## src/rtl/ept_block_tx_feeder_if.sv

```systemverilog
// Byte-push / block-launch bundle between user logic, the block TX feeder and the EPT active block.
// master = the side that pushes bytes and supplies transfer_ready; slave = the feeder itself.
interface ept_block_tx_feeder_if;
  logic [7:0] wr_data;
  logic       wr_en;
  logic       flush;
  logic       transfer_ready;
  logic       start_transfer;
  logic [7:0] uc_length;
  logic [7:0] transfer_to_host;
  logic       full;
  logic [8:0] level;
  logic       busy;
  logic       overflow;

  modport master (
    output wr_data, wr_en, flush, transfer_ready,
    input  start_transfer, uc_length, transfer_to_host, full, level, busy, overflow
  );

  modport slave (
    input  wr_data, wr_en, flush, transfer_ready,
    output start_transfer, uc_length, transfer_to_host, full, level, busy, overflow
  );
endinterface

```

## src/rtl/ept_block_tx_feeder.sv

```systemverilog
// Byte FIFO that cuts its contents into blocks of up to BLOCK_LEN bytes for the EPT active block.
// Optional idle auto-flush is compiled in when FEEDER_TIMEOUT_EN is defined.
module ept_block_tx_feeder #(
  parameter int DEPTH      = 256,
  parameter int BLOCK_LEN  = 64,
  parameter int GAP_CYCLES = 4,
  parameter int TIMEOUT    = 1024
) (
  input logic                 uc_clk,
  input logic                 uc_reset,
  ept_block_tx_feeder_if.slave bus
);

  localparam int         AW      = $clog2(DEPTH);
  localparam int         GW      = $clog2(GAP_CYCLES);
  localparam logic [8:0] DEPTH_L = 9'(DEPTH);
  localparam logic [8:0] BLOCK_L = 9'(BLOCK_LEN);

  localparam logic [1:0] S_IDLE  = 2'd0;
  localparam logic [1:0] S_START = 2'd1;
  localparam logic [1:0] S_SEND  = 2'd2;
  localparam logic [1:0] S_GAP   = 2'd3;

  logic [7:0]    mem [DEPTH];
  logic [AW-1:0] wr_ptr;
  logic [AW-1:0] rd_ptr;
  logic [8:0]    level;
  logic          overflow;
  logic [1:0]    state;
  logic [7:0]    uc_length_q;
  logic [7:0]    sent;
  logic [GW-1:0] gap_cnt;
  logic          flush_pending;

  logic       push;
  logic       pop;
  logic       launch;
  logic [7:0] launch_len;
  logic       flush_req;

  assign push       = bus.wr_en && (level != DEPTH_L);
  assign pop        = (state == S_SEND) && bus.transfer_ready && (sent < uc_length_q);
  assign launch     = (state == S_IDLE) &&
                      ((level >= BLOCK_L) || (flush_pending && (level != 9'd0)));
  assign launch_len = (level >= BLOCK_L) ? 8'(BLOCK_LEN) : level[7:0];

`ifdef FEEDER_TIMEOUT_EN
  localparam int TW = $clog2(TIMEOUT + 1);

  logic [TW-1:0] idle_cnt;
  logic          timeout_hit;

  // Counts only while a partial block sits idle; any accepted byte restarts the wait.
  always_ff @(posedge uc_clk or negedge uc_reset) begin
    if (!uc_reset) begin
      idle_cnt <= '0;
    end else if ((state != S_IDLE) || push || (level == 9'd0) || (level >= BLOCK_L)) begin
      idle_cnt <= '0;
    end else if (idle_cnt != TW'(TIMEOUT)) begin
      idle_cnt <= idle_cnt + 1'b1;
    end
  end

  assign timeout_hit = (idle_cnt == TW'(TIMEOUT));
  assign flush_req   = bus.flush || timeout_hit;
`else
  assign flush_req   = bus.flush;
`endif

  // NOTE: the storage array has no reset; only pointers and level are cleared, which is
  // enough to make old contents unreachable and lets the array map onto plain RAM.
  always_ff @(posedge uc_clk) begin
    if (push) begin
      mem[wr_ptr] <= bus.wr_data;
    end
  end

  // NOTE: every register below uses non-blocking assignment so all state updates
  // see the same pre-edge values regardless of block ordering.
  always_ff @(posedge uc_clk or negedge uc_reset) begin
    if (!uc_reset) begin
      wr_ptr   <= '0;
      rd_ptr   <= '0;
      level    <= '0;
      overflow <= 1'b0;
    end else begin
      if (push) wr_ptr <= wr_ptr + 1'b1;
      if (pop)  rd_ptr <= rd_ptr + 1'b1;
      case ({push, pop})
        2'b10:   level <= level + 9'd1;
        2'b01:   level <= level - 9'd1;
        default: level <= level;
      endcase
      if (bus.wr_en && (level == DEPTH_L)) overflow <= 1'b1;
    end
  end

  // A launch that takes every buffered byte satisfies the flush; a larger backlog keeps it pending.
  always_ff @(posedge uc_clk or negedge uc_reset) begin
    if (!uc_reset) begin
      flush_pending <= 1'b0;
    end else if (launch && ({1'b0, launch_len} == level)) begin
      flush_pending <= 1'b0;
    end else if (flush_req && (level != 9'd0)) begin
      flush_pending <= 1'b1;
    end
  end

  always_ff @(posedge uc_clk or negedge uc_reset) begin
    if (!uc_reset) begin
      state       <= S_IDLE;
      uc_length_q <= 8'd0;
      sent        <= 8'd0;
      gap_cnt     <= '0;
    end else begin
      case (state)
        S_IDLE: begin
          if (launch) begin
            state       <= S_START;
            uc_length_q <= launch_len;
            sent        <= 8'd0;
          end
        end
        S_START: state <= S_SEND;
        S_SEND: begin
          // Leaving on the final pop keeps block spacing at START + pops + gap + IDLE.
          if (pop) begin
            sent <= sent + 8'd1;
            if (sent == uc_length_q - 8'd1) begin
              state   <= S_GAP;
              gap_cnt <= '0;
            end
          end
        end
        default: begin
          if (gap_cnt == GW'(GAP_CYCLES - 1)) begin
            state       <= S_IDLE;
            uc_length_q <= 8'd0;
          end else begin
            gap_cnt <= gap_cnt + 1'b1;
          end
        end
      endcase
    end
  end

  assign bus.start_transfer   = (state == S_START);
  assign bus.uc_length        = uc_length_q;
  assign bus.transfer_to_host = (level == 9'd0) ? 8'h00 : mem[rd_ptr];
  assign bus.full             = (level == DEPTH_L);
  assign bus.level            = level;
  assign bus.busy             = (state != S_IDLE);
  assign bus.overflow         = overflow;

endmodule

```

## src/flat_wrapper.sv

```systemverilog
// flat-port wrapper written by rule: the top's interface ports become plain ports
module ept_block_tx_feeder_flat 
#(
  parameter int DEPTH      = 256,
  parameter int BLOCK_LEN  = 64,
  parameter int GAP_CYCLES = 4,
  parameter int TIMEOUT    = 1024
)
  (uc_clk, uc_reset, bus_wr_data, bus_wr_en, bus_flush, bus_transfer_ready, bus_start_transfer, bus_uc_length, bus_transfer_to_host, bus_full, bus_level, bus_busy, bus_overflow);
  ept_block_tx_feeder_if bus_i ();
  input logic uc_clk;
  input logic uc_reset;
  input wire logic [$bits(bus_i.wr_data)-1:0] bus_wr_data;
  input wire logic [$bits(bus_i.wr_en)-1:0] bus_wr_en;
  input wire logic [$bits(bus_i.flush)-1:0] bus_flush;
  input wire logic [$bits(bus_i.transfer_ready)-1:0] bus_transfer_ready;
  output wire logic [$bits(bus_i.start_transfer)-1:0] bus_start_transfer;
  output wire logic [$bits(bus_i.uc_length)-1:0] bus_uc_length;
  output wire logic [$bits(bus_i.transfer_to_host)-1:0] bus_transfer_to_host;
  output wire logic [$bits(bus_i.full)-1:0] bus_full;
  output wire logic [$bits(bus_i.level)-1:0] bus_level;
  output wire logic [$bits(bus_i.busy)-1:0] bus_busy;
  output wire logic [$bits(bus_i.overflow)-1:0] bus_overflow;
  assign bus_i.wr_data = bus_wr_data;
  assign bus_i.wr_en = bus_wr_en;
  assign bus_i.flush = bus_flush;
  assign bus_i.transfer_ready = bus_transfer_ready;
  assign bus_start_transfer = bus_i.start_transfer;
  assign bus_uc_length = bus_i.uc_length;
  assign bus_transfer_to_host = bus_i.transfer_to_host;
  assign bus_full = bus_i.full;
  assign bus_level = bus_i.level;
  assign bus_busy = bus_i.busy;
  assign bus_overflow = bus_i.overflow;
  ept_block_tx_feeder #(.DEPTH(DEPTH), .BLOCK_LEN(BLOCK_LEN), .GAP_CYCLES(GAP_CYCLES), .TIMEOUT(TIMEOUT)) u_core (.uc_clk(uc_clk), .uc_reset(uc_reset), .bus(bus_i));
endmodule
```

## config.mk

```make
export PLATFORM = sky130hd
export DESIGN_NAME = ept_block_tx_feeder_flat
export DESIGN_NICKNAME = d
export VERILOG_FILES = /design/src/rtl/ept_block_tx_feeder_if.sv /design/src/rtl/ept_block_tx_feeder.sv /design/src/flat_wrapper.sv
export SDC_FILE = /design/constraint.sdc
export NUM_CORES = 2
export LEC_CHECK = 0
export BUFFER_PORTS_ARGS = -buffer_cell sky130_fd_sc_hd__buf_2
export CORE_AREA = 2 2 426 639
export CTS_CLUSTER_DIAMETER = 50
export DETAILED_ROUTE_END_ITERATION = 8
export DIE_AREA = 0 0 428 641
export PLACE_DENSITY_LB_ADDON = 0.1
export SKIP_LAST_GASP = 1
export SLEW_MARGIN = 5
export SYNTH_ARGS = -nofsm -noshare
export SYNTH_HDL_FRONTEND = slang
export SYNTH_SLANG_ARGS = --single-unit
```

## constraint.sdc

```tcl
create_clock -name uc_clk -period 6.2 [get_ports uc_clk]
set_input_delay 0.31 -clock uc_clk [delete_from_list [all_inputs] [get_ports uc_clk]]
set_output_delay 0.31 -clock uc_clk [all_outputs]
set_load 0.01 [all_outputs]
```

==> results.py <==
metrics = {
    "sta": {
        "setup_viol": 0,
        "period_needed_ps": 6130,
        "rsz0062_at_grt": "no",
        "hold_viol_final": 0,
        "finalCritPeriodShare_pct": 98.8,
        "slew_headroom_pct": 9.88,
        "fmax_mhz": 163,
        "maxSlewViolCount": 0,
        "setup-tns-final_ps": 0,
        "skew_ps": 68.7,
        "holdWs_ps": 24.9,
        "tightest_slew_ps": 1340,
    },
    "worst_setup_path": {
        "crit_chain": "buf_12, mux4_1, a22o_1, a221oi_1, a211oi_1, nor3_1, buf_4, o32ai_1, buf_2",
        "crit_start": "u_core.rd_ptr[0]",
        "slowest_delay_ps": 1050,
        "cp_num_buf_inv": 3,
        "r2r-start": "u_core.bus.uc_length[4]",
        "critPathMaxFanout": 82,
        "r2r_cells": 15,
        "critPathArrivalTime_ps": 5820,
        "rrSetupSlack_ps": 1590,
        "cp_slowest_cell": "dfrtp_4",
        "worstPathRequired_ps": 5890,
        "start_kind": "register",
        "timing.rr.end": "u_core.bus.level[8]",
        "critPathTopFamily": "buffers and inverters",
        "critPathKind": "register to output pin",
        "end_kind": "output pin",
    },
    "route": {
        "ant_nets": 0,
        "wire_per_inst_um": 33.9,
        "wl_met2_um": 140000,
        "vias": 40900,
        "wirelength_um": 268000,
        "drtIter0Drc": 3523,
        "viasPerCell": 5.19,
        "highest_layer": "met5",
        "route.met3.wl_um": 9880,
        "drc": 0,
        "drtPass1Iterations": 6,
        "wl_met1_um": 110000,
    },
    "yosys": {
        "synth_top_area_share_pct": 74.2,
        "syn_area_per_cell_um2": 20.5,
        "ys_top_cells_by_area": "edfxtp_1 (74%), mux4_2 (10%), mux4_1 (2.4%), mux2i_1 (2.0%), dfrtp_1 (1.4%)",
        "yosysMostFrequentCell": "edfxtp_1",
        "synth_nets": 4084,
        "ys_types": 81,
        "async_flop_share_pct": 2.24,
        "syn_inst": 4042,
        "synth_edf_count": 2048,
        "synth_area_mm2": 0.0829,
        "seq_area_frac_synth_pct": 75.6,
        "synth_common_cells": "edfxtp_1 (2,048), mux4_2 (379), nor2_1 (300), mux2i_1 (165), nand2_1 (135)",
        "ys.warnings.count": 0,
        "ys_ff_latch": 2095,
        "synth_area_leader_cell": "edfxtp_1",
        "ys.flop_type": "edfxtp_1",
    },
    "clock_network": {
        "cts_buffers": 213,
        "clkLatencyLatePin_ps": 880,
        "cts_tree": "yes",
        "cts_buffer_depth": 4,
        "htreeDepth": 4,
        "root_buffer": "clkbuf_16",
        "clk_pin_slew_ps": 70,
        "clock-sinks": 2095,
    },
    "global_routing": {
        "grt_start_max_net_pins": 164,
        "grt_overflow": 0,
        "grt.total_usage_pct": 19.3,
        "antenna_found_initial": 13,
        "grt_pass1_wl_um": 369000,
        "grt_pass1_vias": 42700,
    },
    "power": {
        "power_density_mw_per_mm2": 421,
        "ir_drop_v": 0.000220,
        "power_uw": 39700,
        "leakagePower_uw": 0.0294,
    },
    "floorplan": {
        "initial_core_util_pct": 30.9,
        "dieArea_mm2": 0.274,
        "core_mm2": 0.268,
        "io_pins": 42,
        "dieWidth_um": 428,
        "dieHeight_um": 641,
        "row_count": 233,
    },
    "hold_path": {
        "worstHoldStart": "bus_wr_data[4]",
        "holdPathEnd": "u_core.mem[109][4]",
        "hold_depth": 1,
        "hp-class": "primary input to register",
    },
    "finish": {
        "final_area_mm2": 0.0941,
        "drive_gt1_share_pct": 20.8,
        "area_delta_synth_final_pct": 13.6,
        "fill_cells": 25000,
        "nNetsFinal": 4247,
    },
    "place": {
        "dpl.hpwl_um": 164000,
        "gp_congestion": 0.803,
        "io_buffer_count": 41,
        "dpl-instance-area_mm2": 0.0874,
    },
    "run": {
        "maxCapViolCount": 0,
    },
    "run_status": {
        "status": "finished, final reports clean",
    },
}
-- worst register-to-register path, delay by kind of cell, from the launching register on --
| family | cells | cell delay [ps] |
|---|---|---|
| multiplexers | 1 | 260 |
| buffers and inverters | 2 | 510 |
| adder cells (fa/ha/maj) | 3 | 1150 |
| AO/OA/AOI/OAI | 6 | 1540 |
| XOR/XNOR | 1 | 130 |
| flip-flops | 1 | 510 |
| AND/OR/NAND/NOR | 2 | 430 |
-- per-stage QoR --
step	cells	util, %	worst slack [ps]
floorplan	4042	-	2330
global placement	7508	32.5	616
detailed placement	7509	32.5	887
CTS	7895	35.1	110
global route	7896	35.1	105
finish	7897	35.1	71.5
-- power by group --
group	internal [uW]	leakage, uW	switching (uW)
Combinational	4110	0.00707	6580
Sequential	15800	0.0190	412
Clock	7210	0.00330	5570
Total	27100	0.0294	12600
-- flip-flops by register name, indices dropped and copies added, names as in the netlist --
name                  flops
u_core.wr_ptr             8
u_core.state              2
u_core.rd_ptr             8
u_core.bus.level          9
u_core.flush_pending      1
u_core.bus.overflow       1
u_core.sent               8
u_core.mem             2048
u_core.bus.uc_length      8
u_core.gap_cnt            2
-- per-layer routing --
layer,global-route usage (%),vias to the layer above
met5,0,-
met4,5.89,2
met3,2.28,316
met2,34.6,982
met1,24.3,22500
li1,-,17100
-- timing repair --
action	in CTS	in global routing
endpoints found under the hold margin	140	0
hold buffers	6	0
setup buffers	0	0
setup endpoints to repair	1	0
gates resized for setup	1	0
-- worst max-delay path by stage --
stage | end | cells past startpoint | slack (ps)
floorplan | u_core.bus.level[8] | 16 | 2330
global placement | bus_transfer_to_host[1] | 11 | 620
detailed placement | bus_transfer_to_host[4] | 9 | 890
CTS | bus_transfer_to_host[6] | 9 | 110
global route | bus_transfer_to_host[6] | 9 | 100
finish | bus_transfer_to_host[6] | 9 | 70
-- layout make-up --
type                       instances  area (um^2)  area share [%]
multi-input combinational       1683        18500            19.7
timing repair buffer             188         1700            1.81
tap                             3525         4410            4.69
inverter                          24         95.1           0.101
antenna                            2         5.00         0.00532
clock inverter                   128         1110            1.18
clock buffer                     252         5600            5.95
sequential                      2095        62700            66.6
-- cell usage in the layout, fill, tap and decap left out, types with 21 or more instances in the layout --
| cell | instances |
|---|---|
| edfxtp_1 | 2048 |
| mux4_2 | 379 |
| nor2_1 | 296 |
| clkbuf_16 | 219 |
| mux2i_1 | 165 |
| nand2_1 | 119 |
| buf_4 | 116 |
| mux4_1 | 76 |
| a22oi_1 | 64 |
| o22ai_1 | 60 |
| a21oi_1 | 57 |
| clkinv_1 | 53 |
| o21ai_0 | 42 |
| clkinv_2 | 41 |
| dfrtp_1 | 41 |
| a211oi_1 | 39 |
| buf_2 | 34 |
| nor3_1 | 33 |
| clkbuf_1 | 33 |
| nand3_1 | 29 |
| ha_1 | 28 |
| a22o_1 | 26 |
| a221oi_1 | 24 |
| buf_12 | 24 |
| inv_1 | 23 |
| o221ai_1 | 21 |
-- logic make-up after synthesis --
kind of cell	count (synthesis)	share of synthesized area (%)
and+or+nand+nor	584	3.09
xor gates and xnor gates	27	0.285
buffers and inverters	264	2.21
DFF	2095	75.6
adders and majority gates	29	0.447
muxes	623	14.7
AOI/OAI and AO/OA	420	3.61
Note: power is estimated with default switching activity, not from simulation.
